--- src/rtl/pwm_fade_engine.sv ---
`default_nettype none
// pwm_fade_engine: N-channel PWM with period-aligned duty updates and optional linear fading.
// Define PWM_FADE_ENGINE_FADE_EN to build the per-channel step/ramp logic; otherwise targets jump at the next wrap.
module pwm_fade_engine #(
  parameter int CHANNELS = 4,
  parameter int WIDTH    = 8,
  parameter int STEP_W   = 4
) (
  input  logic                                               clk,
  input  logic                                               rst_n,
  input  logic                                               tick_en,
  input  logic                                               wr_valid,
  output logic                                               wr_ready,
  input  logic [((CHANNELS > 1) ? $clog2(CHANNELS) : 1)-1:0] wr_ch,
  input  logic [WIDTH-1:0]                                   wr_duty,
  input  logic [STEP_W-1:0]                                  wr_step,
  output logic [CHANNELS-1:0]                                pwm_out,
  output logic                                               period_start,
  output logic [CHANNELS-1:0]                                fading
);

  localparam int                CH_W     = (CHANNELS > 1) ? $clog2(CHANNELS) : 1;
  localparam int                EW       = ((WIDTH > STEP_W) ? WIDTH : STEP_W) + 1;
  localparam logic [WIDTH-1:0]  CNT_LAST = WIDTH'((1 << WIDTH) - 2);
  localparam logic [CH_W:0]     CH_LIMIT = (CH_W + 1)'(CHANNELS);

  typedef enum logic [0:0] {
    ST_IDLE   = 1'b0,
    ST_STAGED = 1'b1
  } wr_state_t;

  wr_state_t         state;
  wr_state_t         state_nx;
  logic              accept;
  logic              commit;
  logic [CH_W-1:0]   stg_ch;
  logic [WIDTH-1:0]  stg_duty;
  logic [WIDTH-1:0]  cnt;
  logic              wrap;

  // Period counter: the last count of the period is the only point where duties change.
  assign wrap = tick_en && (cnt == CNT_LAST);

  always_ff @(posedge clk or negedge rst_n) begin
    if (!rst_n) begin
      cnt          <= '0;
      period_start <= 1'b0;
    end else begin
      period_start <= wrap;
      if (tick_en) begin
        cnt <= wrap ? '0 : cnt + 1'b1;
      end
    end
  end

  // Write handshake: one-entry staging, so ready drops for exactly one cycle per accepted write.
  always_ff @(posedge clk or negedge rst_n) begin
    if (!rst_n) begin
      state <= ST_IDLE;
    end else begin
      state <= state_nx;
    end
  end

  always_comb begin
    state_nx = state;
    accept   = 1'b0;
    case (state)
      ST_IDLE: begin
        if (wr_valid) begin
          accept   = 1'b1;
          state_nx = ST_STAGED;
        end
      end
      ST_STAGED: state_nx = ST_IDLE;
      default:   state_nx = ST_IDLE;
    endcase
  end

  assign wr_ready = (state == ST_IDLE);

  always_ff @(posedge clk or negedge rst_n) begin
    if (!rst_n) begin
      stg_ch   <= '0;
      stg_duty <= '0;
    end else if (accept) begin
      stg_ch   <= wr_ch;
      stg_duty <= wr_duty;
    end
  end

  // Out-of-range channels are accepted but never committed.
  assign commit = (state == ST_STAGED) && ({1'b0, stg_ch} < CH_LIMIT);

`ifdef PWM_FADE_ENGINE_FADE_EN
  logic [STEP_W-1:0] stg_step;

  always_ff @(posedge clk or negedge rst_n) begin
    if (!rst_n) begin
      stg_step <= '0;
    end else if (accept) begin
      stg_step <= wr_step;
    end
  end
`else
  logic unused_step;
  assign unused_step = ^wr_step;
`endif

  for (genvar i = 0; i < CHANNELS; i++) begin : g_ch
    logic             sel;
    logic [WIDTH-1:0] target;
    logic [WIDTH-1:0] target_nx;
    logic [WIDTH-1:0] active;
    logic [WIDTH-1:0] active_nx;
    logic             pwm_q;
    logic             fading_q;
    logic             fading_nx;

    assign sel       = commit && (stg_ch == CH_W'(i));
    assign target_nx = sel ? stg_duty : target;

`ifdef PWM_FADE_ENGINE_FADE_EN
    logic [STEP_W-1:0] step;
    logic [EW-1:0]     dist;
    logic [EW-1:0]     step_e;

    // Ramp uses the target as it stands this cycle; a commit landing on the wrap waits a period.
    always_comb begin
      step_e    = EW'(step);
      dist      = (target > active) ? (EW'(target) - EW'(active))
                                    : (EW'(active) - EW'(target));
      active_nx = active;
      if (wrap) begin
        if ((step == '0) || (dist <= step_e)) begin
          active_nx = target;
        end else if (target > active) begin
          active_nx = WIDTH'(EW'(active) + step_e);
        end else begin
          active_nx = WIDTH'(EW'(active) - step_e);
        end
      end
    end

    assign fading_nx = (active_nx != target_nx);

    always_ff @(posedge clk or negedge rst_n) begin
      if (!rst_n) begin
        step <= '0;
      end else if (sel) begin
        step <= stg_step;
      end
    end
`else
    assign active_nx = wrap ? target : active;
    // Without ramping, a channel is pending from its target write until the next wrap.
    assign fading_nx = sel | (fading_q & ~wrap);
`endif

    always_ff @(posedge clk or negedge rst_n) begin
      if (!rst_n) begin
        target   <= '0;
        active   <= '0;
        pwm_q    <= 1'b0;
        fading_q <= 1'b0;
      end else begin
        target   <= target_nx;
        active   <= active_nx;
        fading_q <= fading_nx;
        if (tick_en) begin
          pwm_q <= (cnt < active);
        end
      end
    end

    assign pwm_out[i] = pwm_q;
    assign fading[i]  = fading_q;
  end

endmodule
`default_nettype wire

--- config.mk ---
export PLATFORM = sky130hd
export DESIGN_NAME = pwm_fade_engine
export DESIGN_NICKNAME = d
export VERILOG_FILES = /design/src/rtl/pwm_fade_engine.sv
export SDC_FILE = /design/constraint.sdc
export NUM_CORES = 1
export LEC_CHECK = 0
export ABC_AREA = 1
export CORE_MARGIN = 2
export CORE_UTILIZATION = 33
export CTS_BUF_LIST = sky130_fd_sc_hd__clkbuf_4 sky130_fd_sc_hd__clkbuf_8
export DETAILED_ROUTE_END_ITERATION = 12
export PLACE_DENSITY = 0.62
export SLEW_MARGIN = 10
export SYNTH_ARGS = -nofsm -noshare
export SYNTH_HDL_FRONTEND = slang
export SYNTH_SLANG_ARGS = --single-unit
--- constraint.sdc ---
create_clock -name clk -period 1.6 [get_ports clk]
set_input_delay 0.16 -clock clk [delete_from_list [all_inputs] [get_ports clk]]
set_output_delay 0.16 -clock clk [all_outputs]
set_load 0.1 [all_outputs]
==> out/metrics.yaml <==
track_usage: 0.1215
worst_slew_pin_slew_ns: 0.4856
yosysTopAreaCellShare: 0.5429
io_buffer_count: 23
yosys.area_share.simple: 0.1706
ys_seq_area_frac: 0.5429
maxSlewViolCount: 0
synth_cell_type_count: 21
clk_latency_ns: 0.36
antenna_found_initial: 0
path_clk_slew_ns: 0.08
stdcell_count: 676
skew_ns: 0.008427
die_w_um: 117.4
synth_top_family_by_area: "simple AND/OR/NAND/NOR gates"
syn_inst: 476
yosysMostFrequentCell: "nand2_1"
p_leak_nw: 2.509
hold_violations: 0
yosys_warnings: 0
hold_class: "in2reg"
post-route-min-period_ns: 1.465
clkSinkCount: 92
vias: 2959
layout-drive-gt1-share: 0.08333
crit_path_end_kind: "flip-flop"
crit_type: "reg2reg"
grt_pass1_wl_mm: 13.51
dpl_cell_area_mm2: 0.004735
setup_violations: 0
synthTopCellsByCount: "nand2_1, dfrtp_1, inv_1"
status: "finished clean"
fmax_ghz: 0.6828
wire_per_inst_um: 11.87
die_h_um: 117.4
cts_buffers: 9
grt_max_degree: 93
p_total_mw: 5.509
vdd_drop_max_uv: 465.9
drtIter0Drc: 174
synth_adder_area_share: 0.08852
drcViolationCount: 0
cts_root_buf: "clkbuf_8"
required_ns: 1.84
via_per_inst: 4.377
drt_wl_total_mm: 8.022
drt-pass1-iter-count: 4
grt_pass1_vias: 2786
synth_ff_type: "dfrtp_1"
yosys-top-cells-area: "dfrtp_1, nand2_1, ha_1"
rows: 41
worstReg2RegStart: "cnt[7]"
cp.arrival_ns: 1.71
relSlewSlack: 0.6763
syn_area_per_cell_um2: 8.908
core_mm2: 0.01257
synthesis.nets: 524
synth_compound_area_frac: 0.1068
path_max_fanout: 10
cp-start-kind: "flip-flop"
final_nets: 549
cts.path.max_buffers: 2
synth-xor-area-share: 0.002066
start_util: 0.3374
grt.overflow.total: 0
htreeDepth: 3
timing.rr.end: "cnt[0]"
synth_top_area_cell: "dfrtp_1"
num_io_pins: 28
power_density_mw_per_mm2: 1118
critPathLaunch: "cnt[7]"
dieArea_mm2: 0.01377
fin_area_mm2: 0.004926
synth_area_mm2: 0.004240
crit_end: "cnt[0]"
areaGrowthSynthToFinish_pct: 16.17
r2r_slack_ns: 0.14
place_hpwl_mm: 5.424
synthMuxAreaShare: 0
rsz0062_at_grt: "no"
place.gp.congestion: 0.7667
reg2reg_depth: 6
ys_ff_latch: 92
synth-edff-count: 0
cts_tree: "built"
post-route-period-util: 0.9154
dp_cells: 661
diodes: 0
async_reset_ff_frac: 1.000
cap_violations: 0
antenna_left: 0
fin_setup_tns_ns: 0
[cell usage in the layout, fill, tap and decap left out, types with 2 or more instances in the layout]
cell type	synthesis	final
buf_12	0	11
o21ai_0	48	48
nand2_1	154	154
clkdlybuf4s50_1	0	12
nor2_1	19	18
o21ai_1	28	28
clkbuf_4	0	2
clkbuf_8	0	10
nand3_1	6	6
dfrtp_1	92	92
nor3_1	2	2
a21oi_1	13	13
buf_4	10	11
ha_1	30	30
clkinvlp_4	0	2
inv_1	56	55
[kinds of logic after synthesis]
logic type / after synthesis
buffers and inverters: 79
AOI/OAI and AO/OA: 90
and+or+nand+nor: 184
DFF: 92
xor gates and xnor gates: 1
adders and majority gates: 30
[report_power, final]
part | leakage, nW | internal, mW | switching [mW] | total (mW)
sequential | 1.03 | 2.72 | 0.339 | 3.06
clock | 0.0852 | 0.623 | 0.756 | 1.38
combinational | 1.39 | 0.437 | 0.636 | 1.07
[metal layers]
metal / track usage / part of all wire / vias to the layer above
met5: 0 / 0 / -
met1: 0.1699 / 0.51 / 1362
met3: 0.02724 / 0.032 / 14
li1: - / - / 1538
met4: 0.05949 / 0.024 / 0
met2: 0.1780 / 0.43 / 45
[worst max-delay path: stages, from the launching register on]
cell and delay [ns]:
dfrtp_1 0.49, inv_1 0.13, nor3_4 0.23, nand2_4 0.14, buf_4 0.22, nand3_1 0.07
o21ai_0 0.07
[worst min path at each step]
stage / to / slack (ns) / startpoint / cells after the start
after floorplan: cnt[0] / -0.14 / rst_n / 0
after global placement: period_start / 0.24 / rst_n / 2
after detailed placement: period_start / 0.25 / rst_n / 2
after CTS: stg_duty[7] / 0.34 / wr_duty[7] / 3
after global routing: stg_duty[2] / 0.36 / wr_duty[2] / 3
final: stg_duty[7] / 0.36 / wr_duty[7] / 3
[cell type report]
class                           count  area (µm²)
Clock inverter                      2       12.51
Fill cell                        1261        7642
Tap cell                          172       215.2
Timing Repair Buffer               35       432.9
Multi-Input combinational cell    305        1563
Inverter                           58       247.7
Sequential cell                    92        2302
Clock buffer                       12       152.6
[metrics by stage]
stage | hold slack, ns | util | worst slack [ns]
finish | 0.3569 | 0.3919 | 0.1354
floorplan | -0.1356 | - | 0.06861
CTS | 0.3403 | 0.3906 | 0.1194
detailed placement | 0.2507 | 0.3767 | 0.05445
global placement | 0.2393 | 0.3767 | 0.1117
global route | 0.3585 | 0.3919 | 0.03082
[flip-flops by register name, summed over array words and instances, names as in the netlist]
signal / cells
g_ch.active: 32
g_ch.target: 32
cnt: 8
stg_duty: 8
g_ch.fading_q: 4
g_ch.pwm_q: 4
stg_ch: 2
commit: 1
period_start: 1
[repair_timing]
action,CTS,global route
hold buffers,1,0
resized for setup,0,3
hold endpoints to repair,92,0
setup buffers,0,0
endpoints found under the setup margin,0,11
(Power assumes the default switching activity.)
